**src/rtl/ex_cc_stage_pkg.sv**
```systemverilog
// ex_cc_stage_pkg: shared constants for the execute-stage back end.
//   - DATA_WID default datapath width
//   - instruction codes, status codes, RNONE register id
//   - condition-code bit positions and jXX/cmovXX condition selectors
package ex_cc_stage_pkg;

    localparam int DATA_WID = 32;

    typedef enum logic [3:0] {
        INOP    = 4'h1,
        IRRMOVQ = 4'h2,
        IOPQ    = 4'h6,
        IJXX    = 4'h7
    } icode_e;

    typedef enum logic [2:0] {
        SAOK = 3'h1,
        SADR = 3'h2,
        SINS = 3'h3,
        SHLT = 3'h4
    } stat_e;

    typedef enum logic [3:0] {
        C_YES = 4'h0,
        C_LE  = 4'h1,
        C_L   = 4'h2,
        C_E   = 4'h3,
        C_NE  = 4'h4,
        C_GE  = 4'h5,
        C_G   = 4'h6,
        C_B   = 4'h7,
        C_AE  = 4'h8
    } cond_e;

    localparam logic [3:0] RNONE = 4'hF;

    localparam int unsigned CC_ZF = 0;
    localparam int unsigned CC_SF = 1;
    localparam int unsigned CC_OF = 2;
    localparam int unsigned CC_CF = 3;

endpackage

```
**src/rtl/ex_cc_stage_cond_eval.sv**
```systemverilog
// cond_eval: combinational condition evaluation for jXX / cmovXX.
// Ports:
//   i_cc   [3:0] condition codes {CF,OF,SF,ZF}
//   i_ifun [3:0] condition selector
//   o_cnd        condition result
// Config macro: CC_CARRY_EN enables the carry-based conditions (b / ae);
// without it those selectors evaluate to 0.
module cond_eval
    import ex_cc_stage_pkg::*;
(
    input  logic [3:0] i_cc,
    input  logic [3:0] i_ifun,
    output logic       o_cnd
);

    logic w_zf, w_sf, w_of, w_lt;

    assign w_zf = i_cc[CC_ZF];
    assign w_sf = i_cc[CC_SF];
    assign w_of = i_cc[CC_OF];
    assign w_lt = w_sf ^ w_of;

    always_comb begin
        o_cnd = 1'b0;
        case (i_ifun)
            C_YES:   o_cnd = 1'b1;
            C_LE:    o_cnd = w_lt | w_zf;
            C_L:     o_cnd = w_lt;
            C_E:     o_cnd = w_zf;
            C_NE:    o_cnd = ~w_zf;
            C_GE:    o_cnd = ~w_lt;
            C_G:     o_cnd = ~w_lt & ~w_zf;
`ifdef CC_CARRY_EN
            C_B:     o_cnd = i_cc[CC_CF];
            C_AE:    o_cnd = ~i_cc[CC_CF];
`endif
            default: o_cnd = 1'b0;
        endcase
    end

endmodule

```
**src/rtl/ex_cc_stage.sv**
```systemverilog
// ex_cc_stage: execute-stage back end. Holds the architectural condition-code
// register, evaluates e_cnd from it, and forms the E->M pipeline register
// with stall (hold) / bubble (NOP) control.
// Ports:
//   clk, rst                       clock, synchronous active-high reset
//   E_icode/ifun/stat/valA/dstE/dstM  execute-stage instruction fields
//   alu_valE, alu_cc               ALU result and flags {CF,OF,SF,ZF}
//   mw_exc                         exception in M/W, blocks CC update
//   m_stall, m_bubble              E->M register control (stall wins)
//   e_cnd                          combinational condition result
//   cc_q                           architectural CC register
//   M_*                            E->M register contents
// Config macro: CC_CARRY_EN stores CF; otherwise cc_q[3] is held at 0.
module ex_cc_stage
    import ex_cc_stage_pkg::*;
#(
    parameter int DATA_WID = ex_cc_stage_pkg::DATA_WID
) (
    input  logic                clk,
    input  logic                rst,
    input  logic [3:0]          E_icode,
    input  logic [3:0]          E_ifun,
    input  logic [2:0]          E_stat,
    input  logic [DATA_WID-1:0] E_valA,
    input  logic [3:0]          E_dstE,
    input  logic [3:0]          E_dstM,
    input  logic [DATA_WID-1:0] alu_valE,
    input  logic [3:0]          alu_cc,
    input  logic                mw_exc,
    input  logic                m_stall,
    input  logic                m_bubble,
    output logic                e_cnd,
    output logic [3:0]          cc_q,
    output logic [3:0]          M_icode,
    output logic [2:0]          M_stat,
    output logic                M_cnd,
    output logic [DATA_WID-1:0] M_valE,
    output logic [DATA_WID-1:0] M_valA,
    output logic [3:0]          M_dstE,
    output logic [3:0]          M_dstM
);

    logic [3:0]          r_cc;
    logic [3:0]          r_icode;
    logic [2:0]          r_stat;
    logic                r_cnd;
    logic [DATA_WID-1:0] r_valE;
    logic [DATA_WID-1:0] r_valA;
    logic [3:0]          r_dstE;
    logic [3:0]          r_dstM;

    logic       w_cnd;
    logic       w_cc_we;
    logic [3:0] w_cc_next;
    logic [3:0] w_dstE;

    cond_eval u_cond_eval (
        .i_cc   (r_cc),
        .i_ifun (E_ifun),
        .o_cnd  (w_cnd)
    );

    assign w_cc_we = (E_icode == IOPQ) && !mw_exc && (E_stat == SAOK);

`ifdef CC_CARRY_EN
    assign w_cc_next = alu_cc;
`else
    assign w_cc_next = {1'b0, alu_cc[2:0]};
`endif

    // A cmov whose condition fails must not write its destination.
    assign w_dstE = ((E_icode == IRRMOVQ) && !w_cnd) ? RNONE : E_dstE;

    always_ff @(posedge clk) begin
        if (rst) begin
            r_cc <= 4'b0001;
        end else if (w_cc_we) begin
            r_cc <= w_cc_next;
        end
    end

    always_ff @(posedge clk) begin
        if (rst || (!m_stall && m_bubble)) begin
            r_icode <= INOP;
            r_stat  <= SAOK;
            r_cnd   <= 1'b0;
            r_valE  <= '0;
            r_valA  <= '0;
            r_dstE  <= RNONE;
            r_dstM  <= RNONE;
        end else if (!m_stall) begin
            r_icode <= E_icode;
            r_stat  <= E_stat;
            r_cnd   <= w_cnd;
            r_valE  <= alu_valE;
            r_valA  <= E_valA;
            r_dstE  <= w_dstE;
            r_dstM  <= E_dstM;
        end
    end

    assign e_cnd   = w_cnd;
    assign cc_q    = r_cc;
    assign M_icode = r_icode;
    assign M_stat  = r_stat;
    assign M_cnd   = r_cnd;
    assign M_valE  = r_valE;
    assign M_valA  = r_valA;
    assign M_dstE  = r_dstE;
    assign M_dstM  = r_dstM;

endmodule

```
**config.mk**
```make
export PLATFORM = sky130hd
export DESIGN_NAME = ex_cc_stage
export DESIGN_NICKNAME = d
export VERILOG_FILES = /design/src/rtl/ex_cc_stage_pkg.sv /design/src/rtl/ex_cc_stage_cond_eval.sv /design/src/rtl/ex_cc_stage.sv
export SDC_FILE = /design/constraint.sdc
export NUM_CORES = 1
export LEC_CHECK = 0
export CAP_MARGIN = 20
export CORE_ASPECT_RATIO = 1.25
export CORE_MARGIN = 4
export CORE_UTILIZATION = 38
export DETAILED_ROUTE_END_ITERATION = 10
export PLACE_DENSITY = 0.78
export SYNTH_ARGS = -nofsm -noshare
export SYNTH_HDL_FRONTEND = slang
export SYNTH_HIERARCHICAL = 1
export SYNTH_SLANG_ARGS = --single-unit
export TNS_END_PERCENT = 10
```
**constraint.sdc**
```tcl
create_clock -name clk -period 1.9 [get_ports clk]
set_input_delay 0.57 -clock clk [delete_from_list [all_inputs] [get_ports clk]]
set_output_delay 0.57 -clock clk [all_outputs]
set_load 0.05 [all_outputs]
```
==> impl_metrics.tcl, run 1 <==
set metrics [dict create \
    status "finished, violations left" \
    violations "setup timing" \
    met2_usage_pct 28.7 \
    clock-sinks 83 \
    powerDensity_nw_per_um2 782 \
    fin_crit_sh_pct 105 \
    critical_path_arrival_ns 1.43 \
    nNetsFinal 559 \
    die_x_um 88.5 \
    setup_violations 1 \
    finish.utilization_pct 64.2 \
    hold_path.class "flop to flop" \
    grt_pass1_wl_um 12600 \
    grt_max_degree 40 \
    grtUsageMet3_pct 6.40 \
    grt_pass1_vias 2680 \
    htreeDepth 3 \
    via_count 2693 \
    peakVddDrop_uv 475 \
    synth_nets 381 \
    clock_latency_ns 0.34 \
    setup_ws_ns -0.0956 \
    cts_buffers 9 \
    io_buffers 174 \
    hold_ws_ns 0.493 \
    leakage_nw 2.32 \
    cts_tree "built" \
    num_io_pins 177 \
    start_util_pct 39.2 \
    startpoint_type "input pin" \
    cts.clk_slew.worst_paths_ns 0.07 \
    syn_to_final_growth_pct 63.6 \
    post_drt_wl_per_cell_um 14.5 \
    synthCells 289 \
    drive_above_1_share_pct 27.8 \
    fin_worst_skew_ns 0.00223 \
    grt_usage_pct 16.8 \
    max_freq_mhz 501 \
    ys.warnings.count 6 \
    avgSynthCellArea_um2 10.6 \
    ant_nets 0 \
    top_usage_layer "met2" \
    place_congestion 0.703 \
    setup-tns-final_ns -0.0956 \
    crit_fanout 6 \
    fin_crit_ns 2.00 \
    hold_viol 0 \
    drc_errors 0 \
    core-area_um2 7840 \
    dr.first_iter.drc_count 87 \
    fp.dieArea_um2 9610 \
    ys_ff_latch 83 \
    post-place-ws_ns -0.587 \
    crit_type "input pin to output port" \
    vias_per_cell 4.75 \
    drt_wl_total_um 8200 \
    maxCapViolations 0 \
    grt_use_met1_pct 18.5 \
    cts_root_buf "clkbuf_8" \
    synth_cell_types 25 \
    ctsLongestPathBuffers 2 \
    slew_viol_final 0 \
    drt_first_pass_iters 5 \
    antenna_found_initial 0 \
    place_hpwl_um 6220 \
    die_y_um 109 \
    end_kind "output port" \
    rsz0062_at_grt "true" \
    syn_area_um2 3080 \
    diodes 0 \
    worstPathRequired_ns 1.33 \
    row_count 36 \
    yosysSeqAreaShare_pct 54.0 \
    overflow 0 \
]
area by class of cell:
cell class / instances / area, µm²
timing repair buffer: 186 / 1680
tap: 95 / 119
fill: 638 / 2810
clock inverter: 4 / 25.0
inverter: 1 / 3.75
multi-input combinational: 186 / 1380
sequential: 83 / 1670
clock buffer: 12 / 155
sequential cells by signal, indices dropped and copies added (netlist names):
signal   count
cc_q         3
M_dstE       4
M_icode      4
M_cnd        1
M_valE      32
M_valA      32
M_dstM       4
M_stat       3
final timing paths:
path | from | end | slack, ns | depth (start not counted)
setup reg to reg | cc_q[0] | M_dstE[0] | 0.24 | 6
setup / recovery | E_ifun[0] | e_cnd | -0.1 | 5
hold reg to reg | M_dstM[1] | M_dstM[1] | 0.49 | 2
hold / removal | M_dstM[1] | M_dstM[1] | 0.49 | 2
kinds of logic after synthesis:
kind of cell    synth area share [%]
flops                           54.0
xor+xnor                       0.285
simple gates                    14.5
other cells                    0.122
compound gates                 0.935
mux                             27.0
buf+inv                         3.13
worst max-delay path, stage by stage:
cell	delay (ns)
clkbuf_4	0.16
and4bb_2	0.24
o21ai_2	0.18
nand3_4	0.11
buf_12	0.16
layer usage:
metal	share of wire, %	routed length [µm]
met5	0	0
met4	2.1	173
met3	10	828
met2	51	4180
met1	37	3020
timing repair:
item	4_1_cts	5_1_grt
endpoints found under the setup margin	5	1
setup buffers	3	1
hold buffers	0	0
resized for setup	22	8
pin swaps	5	5
stage by stage:
stage | instances | power [mW] | area [µm²]
after floorplan | 289 | 2.43 | 3100
after global placement | 547 | 2.81 | 4780
after detailed placement | 547 | 2.83 | 4780
after CTS | 566 | 3.99 | 5010
after global routing | 567 | 4.12 | 5030
final | 567 | 3.94 | 5030
placed cells by master, fill, tap and decap left out, drive strengths merged, types with 3 or more instances in the layout:
master         instances
buf                  100
clkdlybuf4s50         85
mux2i                 83
dfxtp                 83
nor2                  72
clkbuf                13
nand2                  6
nand3                  5
nand2b                 4
nor4                   3
power by group:
group / internal, mW / switching, mW
Clock: 0.542 / 0.605
Combinational: 0.404 / 0.520
Sequential: 1.82 / 0.0433
synthesized netlist by cell type, drive strengths merged:
cell     n  area, µm²
clkbuf   4       15.0
nand3b   1       7.51
nand3    5       25.0
a2111o   1       11.3
buf     15       77.6
or4      1       11.3
and4bb   2       25.0
or3b     1       11.3
a21o     1       7.51
nor2    72        270
xnor2    1       8.76
a21oi    1       5.00
nor3     1       5.00
nand2b   4       25.0
nor4b    1       8.76
mux2i   83        831
o21ai    1       5.00
conb     1       3.75
inv      1       3.75
nand2    6       22.5
dfxtp   83       1660
nor4     3       33.8
No activity file was read; power rests on OpenSTA's default activity.
==> run 2, diff against run 1 <==
Settings changed: PLACE_DENSITY 0.78 to 0.79, SYNTH_HIERARCHICAL 1 to default.
==> run 2 against run 1 <==
  * The flow still finishes with violations (setup timing)
  * Sequential power about the same
  * Non-clock buffer count increased by 4
  * Sequential share of layout area increased by 0.28 points
  * Setup slack got worse by 0.066 ns
  * Routed wire length increased by 3.0%
  * Maximum frequency decreased by 3.2%
  * Flip-flop and latch count unchanged
  * Synthesized cell count increased by 1.0%
  * Die area decreased by 0.93%
  * Clock-buffer cell count unchanged
  * Cell count increased by 1.1%
  * Highest routed layer unchanged
==> impl_metrics.tcl, run 2 <==
set metrics [dict create \
    netlist_top_cells_count "dfxtp_1, nor2_1, mux2i_1" \
    die_x_um 88.1 \
    fin_crit_sh_pct 108 \
    synthMuxAreaShare_pct 25.7 \
    cp_top_family "flip-flops" \
    powerDensity_nw_per_um2 775 \
    drive_above_1_share_pct 27.0 \
    synth_top_area_share_pct 54.6 \
    vias_per_cell 4.67 \
    start_util_pct 39.1 \
    synth_most_common_cell "dfxtp_1" \
    crit_fanout 5 \
    cpPeakStageDelay_ns 0.36 \
    synth_area_leaders "dfxtp_1, mux2i_1, nor2_1" \
    layout_common_cells "buf_4, clkdlybuf4s50_1, dfxtp_1, nor2_1, mux2i_1" \
    setup_violations 1 \
    power.internal_mw 2.75 \
    grt_pass1_wl_um 12900 \
    cp_num_buf_inv 2 \
    synth-main-ff-cell "dfxtp_1" \
    synthCells 292 \
    avgSynthCellArea_um2 10.4 \
    synth_fa_ha_area_share_pct 0 \
    cts_buffers 9 \
    fin_crit_ns 2.06 \
    syn_area_um2 3040 \
    cts_tree "built" \
    peakVddDrop_uv 552 \
    ys_ff_latch 83 \
    layout_commonest_cell "buf_4" \
    antenna_found_initial 0 \
    setup_ws_ns -0.161 \
    synthSimpleGateAreaFrac_pct 13.4 \
    status "finished, violations left" \
    power.share.clock_pct 28.6 \
    cts.clk_slew.worst_paths_ns 0.07 \
    slew_viol_final 0 \
    ant_nets 0 \
    drt_wl_total_um 8450 \
    place_congestion 0.751 \
    io_buffers 174 \
    seqPwrFrac_pct 47.9 \
    leakage_nw 2.32 \
    nNetsFinal 567 \
    grt_max_degree 49 \
    syn_to_final_growth_pct 64.7 \
    synth_top_family_by_area "multiplexers" \
    synth_xor_area_share_pct 0.288 \
    diodes 0 \
    hold_viol 0 \
    hold_path.class "flop to flop" \
    core-area_um2 7790 \
    die_y_um 108 \
    fp.dieArea_um2 9520 \
    ys.warnings.count 0 \
    timing.critical_path.cells "or2b_1 > a211oi_2 > buf_4 > nor3_4 > buf_6" \
    ctsHoldBuffers 0 \
    setup-tns-final_ns -0.161 \
    startpoint_type "flop" \
    clock-sinks 83 \
    dr.first_iter.drc_count 133 \
    ctsLongestPathBuffers 2 \
    synth_cell_types 29 \
    grt_usage_pct 17.2 \
    switching_share_pct 29.2 \
    drc_errors 0 \
    critical_path_arrival_ns 1.49 \
    synth_nets 384 \
    cts_root_buf "clkbuf_8" \
    rsz0062_at_grt "true" \
    fin_cells 573 \
    row_count 36 \
    crit_type "flop to output port" \
    grt_pass1_vias 2781 \
    post-place-ws_ns -0.685 \
    num_io_pins 177 \
    end_kind "output port" \
    fin_worst_skew_ns 0.00715 \
    p_sw_mw 1.13 \
    violations "setup timing" \
    slowest_stage "dfxtp_4" \
    synth-compound-area-share_pct 2.92 \
    p_comb_share_pct 23.5 \
    worstPathRequired_ns 1.33 \
    async_reset_ff_share_pct 0 \
    via_count 2675 \
    synth_edf_count 0 \
    place_hpwl_um 6510 \
    clock_latency_ns 0.34 \
    dp_cells 558 \
    yosysSeqAreaShare_pct 54.6 \
    drt_first_pass_iters 4 \
    max_freq_mhz 485 \
    overflow 0 \
    maxCapViolations 0 \
    post_drt_wl_per_cell_um 14.7 \
    htreeDepth 3 \
    yosys.area.top_type "dfxtp_1" \
]
-- run 2: cell types whose count changed after synthesis, sizes merged, moves of 2 or more --
| cell | previous run | this run |
|---|---|---|
| nand2b | 4 | 2 |
| nor2 | 72 | 80 |
| a21oi | 1 | 5 |
| mux2i | 83 | 77 |
| clkbuf | 4 | 6 |
| and4bb | 2 | 0 |
| buf | 15 | 12 |
| nand3 | 5 | 0 |
-- run 2: area by class of cell --
type                    instances  area [µm²]
repair buffers                190        1700
inverters                       2        7.51
clock buffers                  12         155
fillers                       642        2780
multi-input cells             189        1350
well taps                      95         119
clock inverters                 2        12.5
flip-flops and latches         83        1670
-- run 2: worst reg2reg max path, cell delays in order, from the launching register on --
cell	delay (ns)
dfxtp_4	0.36
mux2_4	0.27
o21a_4	0.20
buf_4	0.13
o31ai_1	0.27
buf_4	0.18
a21oi_1	0.06
-- run 2: through the flow --
stage	utilization [%]	hold WS, ns	power [mW]	instance area [µm²]
6_report	64.3	0.482	3.89	5010
2_1_floorplan	-	0.642	2.42	3060
3_5_place_dp	61.4	0.471	2.82	4790
5_1_grt	64.3	0.503	4.07	5010
4_1_cts	63.9	0.490	3.95	4980
3_3_place_gp	61.4	0.460	2.81	4790
-- run 2: cell families after synthesis --
| group | Yosys count |
|---|---|
| flip-flops | 83 |
| AO/OA/AOI/OAI | 13 |
| buffers and inverters | 20 |
| AND/OR/NAND/NOR | 96 |
| other | 1 |
| XOR/XNOR | 1 |
| multiplexers | 78 |
-- run 2: worst paths after layout --
check / startpoint / end / slack (ns) / cells after the start
max: cc_q[0] / e_cnd / -0.16 / 5
min: M_dstM[0] / M_dstM[0] / 0.48 / 2
max reg2reg: cc_q[0] / M_dstE[2] / 0.33 / 6
min reg2reg: M_dstM[0] / M_dstM[0] / 0.48 / 2
-- run 2: what timing repair did --
item,4_1_cts,5_1_grt
gates resized for setup,18,7
buffers inserted,0,1
endpoints found under the setup margin,6,3
pin swaps,1,3
-- run 2: power groups by stage --
| stage | Sequential [mW] | Combinational [mW] | Clock [mW] |
|---|---|---|---|
| after floorplan | 2.19 | 0.225 | 0 |
| after global placement | 1.90 | 0.905 | 0 |
| after detailed placement | 1.91 | 0.915 | 0 |
| after CTS | 1.87 | 0.920 | 1.16 |
| after global routing | 1.87 | 0.962 | 1.23 |
| final | 1.86 | 0.914 | 1.11 |
-- run 2: per-layer routing --
metal / global-route usage [%] / vias to the layer above / part of all wire, %
met5: 0 / - / 0
met4: 7.02 / 0 / 1.7
met3: 5.49 / 11 / 9.5
met2: 30.9 / 103 / 52
met1: 18.4 / 1228 / 37
li1: - / 1333 / -
==> run 3, diff against run 2 <==
Settings changed: GPL_TIMING_DRIVEN from default to 0.
==> run 3 against run 2 <==
  * The run still ends with setup timing left
  * Die area did not move
  * Power up 4.7%
  * Clock-buffer cell count unchanged
  * Setup slack improved by 0.019 ns
  * Clock skew decreased by 0.0032 ns
  * Sequential power about the same
  * Critical path type is now input pin to output port
  * Largest power group unchanged
  * Critical endpoint unchanged
  * Combinational power down 4.7%
  * Maximum frequency rose by 0.92%
  * Critical path depth is the same
  * Flip-flop and latch count stayed put
  * Core utilization is 0.74 points higher
  * First-iteration DRC count is 46% lower
==> impl_metrics.tcl, run 3 (synthesis results as in run 2) <==
set metrics [dict create \
    status "finished, violations left" \
    violations "setup timing" \
    setup_violations 1 \
    fin_cells 577 \
    grt_pass1_vias 2859 \
    leakage_nw 2.48 \
    die_x_um 88.1 \
    slowest_stage "mux2_4" \
    finalPower_mw 4.07 \
    r2r_end "M_dstE[3]" \
    nNetsFinal 569 \
    place_hpwl_um 6910 \
    core-area_um2 7790 \
    grt_pass1_wl_um 13700 \
    rsz0062_at_grt "true" \
    num_io_pins 177 \
    p_comb_share_pct 21.4 \
    fp.dieArea_um2 9520 \
    power.share.clock_pct 32.8 \
    min_to "M_dstM[0]" \
    ff2ff_path_depth 5 \
    multi_input_area_um2 1350 \
    worst-slew-pin-transition_ns 0.543 \
    dr.first_iter.drc_count 72 \
    diodes 0 \
    p_sw_mw 1.18 \
    cts.clk_slew.worst_paths_ns 0.08 \
    maxSlewHeadroom_pct 63.9 \
    clock_latency_ns 0.34 \
    row_count 36 \
    htreeDepth 3 \
    placed_cell_area_um2 4910 \
    cpPeakStageDelay_ns 0.30 \
    die_y_um 108 \
    path_common_cell "buf_6" \
    grt_usage_pct 18.6 \
    worstPathRequired_ns 1.33 \
    layout_common_cells "clkdlybuf4s50_1, dfxtp_1, dlygate4sd2_1" \
    slew_viol_final 0 \
    critical_path_arrival_ns 1.47 \
    vias_per_cell 4.62 \
    maxCapViolations 0 \
    fin_crit_sh_pct 108 \
    drive_above_1_share_pct 9.54 \
    drc_errors 0 \
    ctsHoldBuffers 0 \
    cp_top_family "multiplexers" \
    startpoint_type "input pin" \
    hold_viol 0 \
    fin_crit_ns 2.04 \
    ctsLongestPathBuffers 2 \
    seq_area_um2 1660 \
    clock-sinks 83 \
    syn_to_final_growth_pct 66.5 \
    fin_worst_skew_ns 0.00393 \
    ant_nets 0 \
    max_freq_mhz 490 \
    layout_commonest_cell "clkdlybuf4s50_1" \
    cp_num_buf_inv 2 \
    cts_root_buf "clkbuf_8" \
    holdPathStages 2 \
    end_kind "output port" \
    finish.utilization_pct 65.1 \
    antenna_found_initial 0 \
    setup_ws_ns -0.143 \
    drt_wl_total_um 8870 \
    powerDensity_nw_per_um2 802 \
    crit_fanout 4 \
    seqPwrFrac_pct 45.7 \
    via_count 2668 \
    setup-tns-final_ns -0.143 \
    switching_share_pct 29.0 \
    post_drt_wl_per_cell_um 15.4 \
    fillCellCount 685 \
    overflow 0 \
    hold_path.class "flop to flop" \
    start_util_pct 39.1 \
    io_buffers 173 \
    power.internal_mw 2.89 \
    peakVddDrop_uv 538 \
    r2r-start "cc_q[2]" \
    place_congestion 0.823 \
    worstHoldStart "M_dstM[0]" \
    crit_type "input pin to output port" \
    drt_first_pass_iters 4 \
    final_area_um2 5070 \
    grt_max_degree 14 \
    timing.critical_path.cells "buf_6 > mux2_4 > o21a_4 > nor3_4 > buf_6" \
    r2r_setup_slack_ns 0.30 \
    cts_buffers 9 \
    cts_tree "built" \
    dp_cells 560 \
]
## run 3: power groups by stage
stage / Sequential [mW] / Combinational, mW / Clock [mW]
floorplan: 2.19 / 0.225 / 0
global placement: 1.90 / 0.914 / 0
detailed placement: 1.91 / 0.926 / 0
CTS: 1.86 / 0.880 / 1.37
global route: 1.87 / 0.924 / 1.44
finish: 1.86 / 0.871 / 1.34
## run 3: area by class of cell
class | count | share of cell area (%)
Sequential cell | 83 | 32.8
Clock inverter | 4 | 0.938
Buffer | 18 | 1.75
Tap cell | 95 | 2.34
Multi-Input combinational cell | 189 | 26.6
Clock buffer | 12 | 3.26
Inverter | 2 | 0.148
Timing Repair Buffer | 174 | 32.2
## run 3: worst register-to-register path, stage by stage, from the launching register on
cell and delay, ns:
dfxtp_1 0.41, xor2_2 0.25, a211oi_4 0.07, buf_4 0.14, o31ai_1 0.46, a21oi_1 0.13
## run 3: timing repair
| item | 4_1_cts | 5_1_grt |
|---|---|---|
| pin swaps | 1 | 2 |
| setup endpoints to repair | 99 | 23 |
| resized for setup | 105 | 13 |
| setup buffers | 1 | 0 |
## run 3: metrics by stage
stage          setup WS, ns  hold WS, ns
5_1_grt              -0.203        0.504
2_1_floorplan        -0.141        0.642
4_1_cts              -0.213        0.481
3_5_place_dp          -1.33        0.465
3_3_place_gp          -1.29        0.455
6_report             -0.143        0.473
## run 3: how the worst max path moves through the flow
| stage | from | end | slack (ns) | depth (start not counted) |
|---|---|---|---|---|
| 2_1_floorplan | E_ifun[0] | e_cnd | -0.14 | 3 |
| 3_3_place_gp | E_ifun[0] | e_cnd | -1.29 | 5 |
| 3_5_place_dp | E_ifun[0] | e_cnd | -1.33 | 5 |
| 4_1_cts | E_ifun[1] | e_cnd | -0.21 | 5 |
| 5_1_grt | cc_q[0] | e_cnd | -0.20 | 4 |
| 6_report | E_ifun[0] | e_cnd | -0.14 | 5 |
## run 3: layer usage
metal / wire length (µm) / GRT usage (%) / share of wire, %
met2: 4690 / 33.9 / 53
met5: 0 / 0 / 0
met4: 81 / 6.48 / 0.91
met3: 872 / 6.71 / 9.8
met1: 3230 / 19.4 / 36
